--- src/rtl/clk_div_monitor_if.sv ---
// Purpose : bundles the divided-clock input and the monitor's result signals.
// Ports   : div_clk    - divided clock level being monitored
//           rise_stb   - one-cycle pulse per div_clk rising edge
//           fall_stb   - one-cycle pulse per div_clk falling edge
//           locked     - divider judged stable
//           err_stb    - half-period out of tolerance
//           lost_stb   - divider stalled
//           last_half  - most recent measured half-period (CNT_W bits)
//           err_count  - saturating error/loss event count
// Modports: master drives div_clk and observes results; slave is the monitor.
interface clk_div_monitor_if #(
  parameter int unsigned CNT_W = 8
) ();
  logic             div_clk;
  logic             rise_stb;
  logic             fall_stb;
  logic             locked;
  logic             err_stb;
  logic             lost_stb;
  logic [CNT_W-1:0] last_half;
  logic [7:0]       err_count;

  modport master (
    output div_clk,
    input  rise_stb, fall_stb, locked, err_stb, lost_stb, last_half, err_count
  );

  modport slave (
    input  div_clk,
    output rise_stb, fall_stb, locked, err_stb, lost_stb, last_half, err_count
  );
endinterface

--- src/rtl/clk_div_monitor.sv ---
// Purpose : samples a divided clock in the clk_in domain, emits edge strobes,
//           measures each half-period and tracks divider lock/loss.
// Ports   : clk_in - system clock
//           reset  - synchronous active-high reset
//           mon    - clk_div_monitor_if slave (div_clk in, strobes/status out)
module clk_div_monitor #(
  parameter int unsigned SYNC_STAGES = 2,
  parameter int unsigned CNT_W       = 8,
  parameter int unsigned EXP_HALF    = 2,
  parameter int unsigned TOL         = 0,
  parameter int unsigned LOCK_N      = 4,
  parameter int unsigned LOSS_MAX    = 16
) (
  input  logic              clk_in,
  input  logic              reset,
  clk_div_monitor_if.slave  mon
);

  localparam int unsigned GOOD_W = $clog2(LOCK_N + 1);
  localparam logic [CNT_W-1:0] CNT_MAX = '1;

  typedef enum logic [1:0] {
    IDLE    = 2'd0,
    ACQUIRE = 2'd1,
    LOCKED  = 2'd2
  } state_e;

  state_e                 state_q,     state_d;
  logic [SYNC_STAGES-1:0] sync_q,      sync_d;
  logic                   prev_q,      prev_d;
  logic [CNT_W-1:0]       hp_cnt_q,    hp_cnt_d;
  logic [GOOD_W-1:0]      good_cnt_q,  good_cnt_d;
  logic                   rise_stb_q,  rise_stb_d;
  logic                   fall_stb_q,  fall_stb_d;
  logic                   locked_q,    locked_d;
  logic                   err_stb_q,   err_stb_d;
  logic                   lost_stb_q,  lost_stb_d;
  logic [CNT_W-1:0]       last_half_q, last_half_d;
  logic [7:0]             err_count_q, err_count_d;

  logic                   sync_last_c;
  logic                   div_edge_c;
  logic                   good_c;
  logic                   loss_c;
  logic [31:0]            hp_ext_c;

  // Next-state, measurement and output decode
  always_comb begin
    sync_d      = {sync_q[SYNC_STAGES-2:0], mon.div_clk};
    sync_last_c = sync_q[SYNC_STAGES-1];
    prev_d      = sync_last_c;
    div_edge_c  = sync_last_c ^ prev_q;
    hp_ext_c    = 32'(hp_cnt_q);
    // Lower bound written as hp+TOL >= EXP_HALF so it clamps at 0 without underflow
    good_c      = ((hp_ext_c + TOL) >= EXP_HALF) && (hp_ext_c <= (EXP_HALF + TOL));
    loss_c      = !div_edge_c && (hp_ext_c == LOSS_MAX);

    state_d     = state_q;
    good_cnt_d  = good_cnt_q;
    last_half_d = last_half_q;
    err_stb_d   = 1'b0;
    lost_stb_d  = 1'b0;
    rise_stb_d  = div_edge_c & sync_last_c;
    fall_stb_d  = div_edge_c & ~sync_last_c;

    if (div_edge_c)             hp_cnt_d = CNT_W'(1);
    else if (hp_cnt_q == CNT_MAX) hp_cnt_d = hp_cnt_q;
    else                        hp_cnt_d = hp_cnt_q + CNT_W'(1);

    case (state_q)
      IDLE: begin
        // First edge only re-establishes phase; nothing to measure against yet
        if (div_edge_c) begin
          state_d    = ACQUIRE;
          good_cnt_d = '0;
        end
      end
      ACQUIRE: begin
        if (div_edge_c) begin
          last_half_d = hp_cnt_q;
          if (good_c) begin
            if ((32'(good_cnt_q) + 32'd1) == LOCK_N) begin
              state_d    = LOCKED;
              good_cnt_d = '0;
            end else begin
              good_cnt_d = good_cnt_q + GOOD_W'(1);
            end
          end else begin
            err_stb_d  = 1'b1;
            good_cnt_d = '0;
          end
        end else if (loss_c) begin
          lost_stb_d = 1'b1;
          state_d    = IDLE;
          good_cnt_d = '0;
        end
      end
      LOCKED: begin
        if (div_edge_c) begin
          last_half_d = hp_cnt_q;
          if (!good_c) begin
            err_stb_d  = 1'b1;
            state_d    = ACQUIRE;
            good_cnt_d = '0;
          end
        end else if (loss_c) begin
          lost_stb_d = 1'b1;
          state_d    = IDLE;
          good_cnt_d = '0;
        end
      end
      default: begin
        state_d    = IDLE;
        good_cnt_d = '0;
      end
    endcase

    locked_d = (state_d == LOCKED);

    if ((err_stb_d || lost_stb_d) && (err_count_q != 8'hFF))
      err_count_d = err_count_q + 8'd1;
    else
      err_count_d = err_count_q;
  end

  // State and output registers
  always_ff @(posedge clk_in) begin
    if (reset) begin
      state_q     <= IDLE;
      sync_q      <= '0;
      prev_q      <= 1'b0;
      hp_cnt_q    <= '0;
      good_cnt_q  <= '0;
      rise_stb_q  <= 1'b0;
      fall_stb_q  <= 1'b0;
      locked_q    <= 1'b0;
      err_stb_q   <= 1'b0;
      lost_stb_q  <= 1'b0;
      last_half_q <= '0;
      err_count_q <= '0;
    end else begin
      state_q     <= state_d;
      sync_q      <= sync_d;
      prev_q      <= prev_d;
      hp_cnt_q    <= hp_cnt_d;
      good_cnt_q  <= good_cnt_d;
      rise_stb_q  <= rise_stb_d;
      fall_stb_q  <= fall_stb_d;
      locked_q    <= locked_d;
      err_stb_q   <= err_stb_d;
      lost_stb_q  <= lost_stb_d;
      last_half_q <= last_half_d;
      err_count_q <= err_count_d;
    end
  end

  assign mon.rise_stb  = rise_stb_q;
  assign mon.fall_stb  = fall_stb_q;
  assign mon.locked    = locked_q;
  assign mon.err_stb   = err_stb_q;
  assign mon.lost_stb  = lost_stb_q;
  assign mon.last_half = last_half_q;
  assign mon.err_count = err_count_q;

endmodule
--- src/flat_wrapper.sv ---
// flat-port wrapper written by rule: the top's interface ports become plain ports
module clk_div_monitor_flat 
#(
  parameter int unsigned SYNC_STAGES = 2,
  parameter int unsigned CNT_W       = 8,
  parameter int unsigned EXP_HALF    = 2,
  parameter int unsigned TOL         = 0,
  parameter int unsigned LOCK_N      = 4,
  parameter int unsigned LOSS_MAX    = 16
)
  (clk_in, reset, mon_div_clk, mon_rise_stb, mon_fall_stb, mon_locked, mon_err_stb, mon_lost_stb, mon_last_half, mon_err_count);
  clk_div_monitor_if #(.CNT_W(CNT_W)) mon_i ();
  input  logic clk_in;
  input  logic reset;
  input wire logic [$bits(mon_i.div_clk)-1:0] mon_div_clk;
  output wire logic [$bits(mon_i.rise_stb)-1:0] mon_rise_stb;
  output wire logic [$bits(mon_i.fall_stb)-1:0] mon_fall_stb;
  output wire logic [$bits(mon_i.locked)-1:0] mon_locked;
  output wire logic [$bits(mon_i.err_stb)-1:0] mon_err_stb;
  output wire logic [$bits(mon_i.lost_stb)-1:0] mon_lost_stb;
  output wire logic [$bits(mon_i.last_half)-1:0] mon_last_half;
  output wire logic [$bits(mon_i.err_count)-1:0] mon_err_count;
  assign mon_i.div_clk = mon_div_clk;
  assign mon_rise_stb = mon_i.rise_stb;
  assign mon_fall_stb = mon_i.fall_stb;
  assign mon_locked = mon_i.locked;
  assign mon_err_stb = mon_i.err_stb;
  assign mon_lost_stb = mon_i.lost_stb;
  assign mon_last_half = mon_i.last_half;
  assign mon_err_count = mon_i.err_count;
  clk_div_monitor #(.SYNC_STAGES(SYNC_STAGES), .CNT_W(CNT_W), .EXP_HALF(EXP_HALF), .TOL(TOL), .LOCK_N(LOCK_N), .LOSS_MAX(LOSS_MAX)) u_core (.clk_in(clk_in), .reset(reset), .mon(mon_i));
endmodule
--- config.mk ---
export PLATFORM = sky130hd
export DESIGN_NAME = clk_div_monitor_flat
export DESIGN_NICKNAME = d
export VERILOG_FILES = /design/src/rtl/clk_div_monitor_if.sv /design/src/rtl/clk_div_monitor.sv /design/src/flat_wrapper.sv
export SDC_FILE = /design/constraint.sdc
export NUM_CORES = 1
export LEC_CHECK = 0
export CAP_MARGIN = 30
export CORE_ASPECT_RATIO = 0.9
export CORE_UTILIZATION = 53
export CTS_CLUSTER_DIAMETER = 50
export DETAILED_ROUTE_END_ITERATION = 16
export PLACE_DENSITY = 0.85
export SLEW_MARGIN = 20
export SYNTH_ARGS = -nofsm -noshare
export SYNTH_HDL_FRONTEND = slang
export SYNTH_SLANG_ARGS = --single-unit
--- constraint.sdc ---
create_clock -name clk_in -period 2.2 [get_ports clk_in]
set_clock_uncertainty 0.1 [all_clocks]
set_input_delay 0.66 -clock clk_in [delete_from_list [all_inputs] [get_ports clk_in]]
set_output_delay 0.66 -clock clk_in [all_outputs]
set_load 0.05 [all_outputs]
# After elaboration in Yosys (flattened, before gate mapping)
# Index checks and enable logic that the tools add are counted.
# totals
register_bits	37
input_bits	3
out_inout_bits	21
word_cells	67
# classes
addsub	4
order_cmp	2
n_eq_ne	10
muxes	24
n_bitwise	4
n_reduce_logical	10
# op_table
operator	n
$eq A32 B3 Y1 const B	1
$mux W3	7
$add A8 B1 Y8 const B	2
$mux W2	7
$pmux W3 S3	1
$eq A8 B5 Y1 const B	1
$eq A8 B8 Y1 const B	1
$ge A8 B2 Y1 const B	1
$le A8 B2 Y1 const B	1
$mux W1	8
$ne A8 B8 Y1 const B	1
$pmux W2 S3	1
$add A3 B1 Y4 const B	1
$eq A2 B2 Y1 const B	2
$ne A2 B1 Y1 const B	2
$reduce_and A2 Y1	2
$reduce_or A2 Y1	2
$add A3 B1 Y3 const B	1
$logic_and A1 B1 Y1	3
$ne A3 B3 Y1 const B	1
$and A1 B1 Y1	2
$eq A2 B1 Y1 const B	1
$logic_not A2 Y1	1
$logic_not A1 Y1	1
other kinds (3)	3

# Logic depth before layout (Yosys ltp)
# Gate-level depths: netlist of run 1.
# logic_depth
word_depth	8
mapped_depth	8

# Worst setup path before layout of run 1
# OpenSTA, ideal clock, no wires.
# synth_timing
path_type	register to register
startpoint	register u_core.prev_q
endpoint	register u_core.err_count_q[5] (netlist: u_core.mon.err_count[5])
setup_ns	0.070
t_arrival_ns	1.844
required_ns	2.030
slack_ns	0.185
path_stages_with_launch	8
path_cell_list	dfxtp_1 inv_1 ha_1 inv_1 a2bb2oi_1 nand4_2 or4_1 a21oi_1
# synth_via
elab_chain_cells	8
# synth_lines
element	line	text
start, declared	clk_div_monitor.sv:30	logic prev_q, prev_d;
start signal, assigned	clk_div_monitor.sv:144	prev_q <= prev_d;
$xor A1 B1 Y1 *	clk_div_monitor.sv:52	div_edge_c = sync_last_c ^ prev_q;
$logic_not A1 Y1	clk_div_monitor.sv:56	loss_c = !div_edge_c && (hp_ext_c == LOSS_MAX);
$logic_and A1 B1 Y1	clk_div_monitor.sv:56	
$mux W1	clk_div_monitor.sv:92, clk_div_monitor.sv:106	
$mux W1	clk_div_monitor.sv:99	if (div_edge_c) begin
$mux W1	--	
$logic_or A1 B1 Y1 *	clk_div_monitor.sv:120	if ((err_stb_d || lost_stb_d) && (err_count_q != 8'hFF))
$logic_and A1 B1 Y1 *	clk_div_monitor.sv:120	
end signal, assigned	clk_div_monitor.sv:153	err_count_q <= err_count_d;
end, declared	clk_div_monitor.sv:39	logic [7:0] err_count_q, err_count_d;
# Mark *: on every way between the ends. The rest lies on a longest branch, timed or not.
# A chain may end at the register's enable or synchronous reset.

# Final worst setup path of run 1
# layout_timing
startpoint	register u_core.prev_q
endpoint	register u_core.err_count_q[3] (netlist: u_core.mon.err_count[3])
# The elaborated chain is that of the path after synthesis.

==> flow_metrics.env, run 1 <==
export IMPL_dieArea_sq_um=3498
export IMPL_dp_hpwl_um=2455
export IMPL_drcViolationCount=0
export IMPL_tightest_slew_ps=479.8
export IMPL_dr_total_vias=1477
export IMPL_placed_cell_area_sq_um=2012
export IMPL_fmax_mhz=489.3
export IMPL_status="finished clean"
export IMPL_ys_warnings_count=0
export IMPL_wire_per_inst_um=12.56
export IMPL_grt_pass1_vias=1322
export IMPL_worst_setup_path_start_kind="flop"
export IMPL_overflow=0
export IMPL_worstSetupPathType="reg -> reg"
export IMPL_drt_wl_total_um=3405
export IMPL_layout_commonest_cell="dfxtp_1"
export IMPL_finalNetCount=243
export IMPL_setup_violations=0
export IMPL_cts_buffers_inserted=5
export IMPL_fin_crit_sh_pct=92.89
export IMPL_initial_core_util_pct=55.99
export IMPL_vias_per_cell=5.450
export IMPL_hold_viol=0
export IMPL_critical_path_cell_chain="inv_1 > ha_1 > inv_1 > a2bb2oi_1 > nand4_2 > buf_4 > or3_1 > a21oi_1"
export IMPL_cts_buffer_depth=2
export IMPL_crit_slowest_cell="dfxtp_1"
export IMPL_place_congestion=0.8289
export IMPL_n_fill_cell=249
export IMPL_cts_tree="done"
export IMPL_cp_required_ps=2380
export IMPL_cts_sinks=37
export IMPL_areaGrowthSynthToFinish_pct=19.88
export IMPL_final_min_clock_period_ps=2044
export IMPL_cap_violations=0
export IMPL_crit_path_max_incr_delay_ps=340
export IMPL_ios=24
export IMPL_yosysSeqAreaShare_pct=42.81
export IMPL_power_mw=1.169
export IMPL_synth_edf_count=0
export IMPL_crit_top_cell="inv_1"
export IMPL_io_buffers=23
export IMPL_slew_viol_final=0
export IMPL_hold_class="reg -> reg"
export IMPL_h_tree_depth=2
export IMPL_synthFlopType="dfxtp_1"
export IMPL_power_leakage_nw=0.8292
export IMPL_hold_slack_ps=345.4
export IMPL_first_pass_iters=4
export IMPL_crit_fanout=8
export IMPL_synth_net_count=211
export IMPL_avgSynthCellArea_sq_um=8.784
export IMPL_clockRootBuffer="clkbuf_4"
export IMPL_core_area_sq_um=3090
export IMPL_rsz0062_at_grt="true"
export IMPL_ir_worst_vdd_mv=0.3953
export IMPL_rows=19
export IMPL_drive_gt1_share_pct=18.34
export IMPL_synth_cells=197
export IMPL_first_iter_violations=45
export IMPL_syn_cell_area_sq_um=1730
export IMPL_clkTransAtPathRegs_ps=100
export IMPL_powerDensity_nw_per_um2=563.5
export IMPL_slew_headroom_pct=68.14
export IMPL_worstPathArrival_ps=2220
export IMPL_antenna_found_initial=0
export IMPL_synthArstFlopShare_pct=0
export IMPL_grt_max_degree=31
export IMPL_die_w_um=62.23
export IMPL_critPathCaptureType="flop"
export IMPL_track_usage_pct=21.63
export IMPL_antenna_cells=0
export IMPL_ant_nets=0
export IMPL_ys_ff_latch=37
export IMPL_die_y_um=56.21
export IMPL_grt_pass1_wl_um=5837
export IMPL_ys_types=42
export IMPL_fin_area_sq_um=2074
export IMPL_clk_latency_ps=340
export IMPL_cts_hold_fix_buffers=0
export IMPL_final_cell_mix="dfxtp_1 (36), buf_4 (27), nand2_1 (24)"
area by class of cell:
class / count / area [sq um] / area share (%)
Multi-Input combinational cell: 143 / 927.1 / 44.69
Sequential cell: 37 / 742.0 / 35.77
Timing Repair Buffer: 32 / 260.3 / 12.55
Clock buffer: 7 / 55.05 / 2.654
Tap cell: 42 / 52.55 / 2.533
Inverter: 10 / 37.54 / 1.809
where the power goes:
part	total [mW]	leakage (nW)	internal, mW	switching [mW]
registers	0.690	0.300	0.680	0.00990
clock network	0.360	0.0314	0.151	0.209
logic	0.119	0.498	0.0506	0.0681
total	1.17	0.829	0.882	0.287
per-layer routing:
layer	track usage [%]	vias up	share of wire (%)
met3	6.148	9	4.5
li1	-	755	-
met5	0	-	0
met2	32.81	35	45
met4	10.30	0	1.9
met1	28.33	678	49
final timing paths:
kind                                  startpoint                      end  slack [ps]  depth (start not counted)
worst min register to register  u_core.sync_q[0]         u_core.sync_q[1]         350                          1
worst min-delay path            u_core.sync_q[0]         u_core.sync_q[1]         350                          1
worst max register to register     u_core.prev_q  u_core.mon.err_count[3]         160                          8
worst max-delay path               u_core.prev_q  u_core.mon.err_count[3]         160                          8
flip-flops by register name, summed over array words and instances, names as in the netlist:
name / cells
u_core.mon.fall_stb: 1
u_core.mon.locked: 1
u_core.mon.lost_stb: 1
u_core.mon.err_stb: 1
u_core.state_q: 2
u_core.mon.rise_stb: 1
u_core.sync_q: 2
u_core.prev_q: 1
u_core.mon.last_half: 8
u_core.good_cnt_q: 3
u_core.mon.err_count: 8
u_core.hp_cnt_q: 8
worst max-delay path, delay by kind of cell (launching register included):
family	cells	cell delay, ps
simple gates	2	490
compound gates	2	400
buf+inv	3	370
flops	1	340
fa+ha+maj	1	300
Yosys cell counts, drive strengths merged (2+ instances only):
master | number | area share [%]
nor3 | 4 | 1.8
nand4 | 4 | 1.8
xor2 | 2 | 1.0
nor3b | 2 | 0.87
mux2i | 3 | 1.7
o211ai | 2 | 0.87
nand2 | 25 | 5.4
inv | 10 | 2.2
or3 | 3 | 1.1
and3 | 2 | 0.72
or4 | 3 | 1.3
nand3 | 10 | 2.9
and2 | 2 | 0.72
a2bb2oi | 2 | 1.0
a31oi | 3 | 1.1
nor2b | 6 | 2.2
dfxtp | 37 | 43
nand2b | 4 | 1.4
clkbuf | 5 | 1.1
a21oi | 17 | 4.9
o21bai | 2 | 0.87
o31ai | 2 | 0.87
ha | 11 | 8.0
xnor2 | 2 | 1.0
buf | 2 | 0.87
o21ai | 4 | 1.2
nor2 | 17 | 3.7
through the flow:
step	instances	utilization [%]	TNS [ps]	worst slack (ps)
global placement	264	65.10	0	201.0
floorplan	197	-	0	185.4
CTS	271	66.80	0	95.11
finish	271	67.13	0	156.4
detailed placement	264	65.10	0	121.2
global route	271	67.13	-8.827	-7.673
cells by family after synthesis:
family | Yosys count | synth area share [%]
compound gates | 38 | 14.10
buf+inv | 17 | 4.122
flops | 37 | 42.81
fa+ha+maj | 11 | 7.954
mux | 3 | 1.735
simple gates | 87 | 27.26
xor+xnor | 4 | 2.025
timing repair:
item                                    CTS  global route
endpoints found under the setup margin    2             4
buffers inserted                          0             0
resized for setup                         2             3
hold endpoints to repair                  0             0
(Power assumes the default switching activity.)
==> run 2: changes to the inputs <==
CTS_CLUSTER_DIAMETER = default   (was 50)
==> results of run 2 <==
Same layout as run 1: the final DEF is identical, and so are final timing and power.
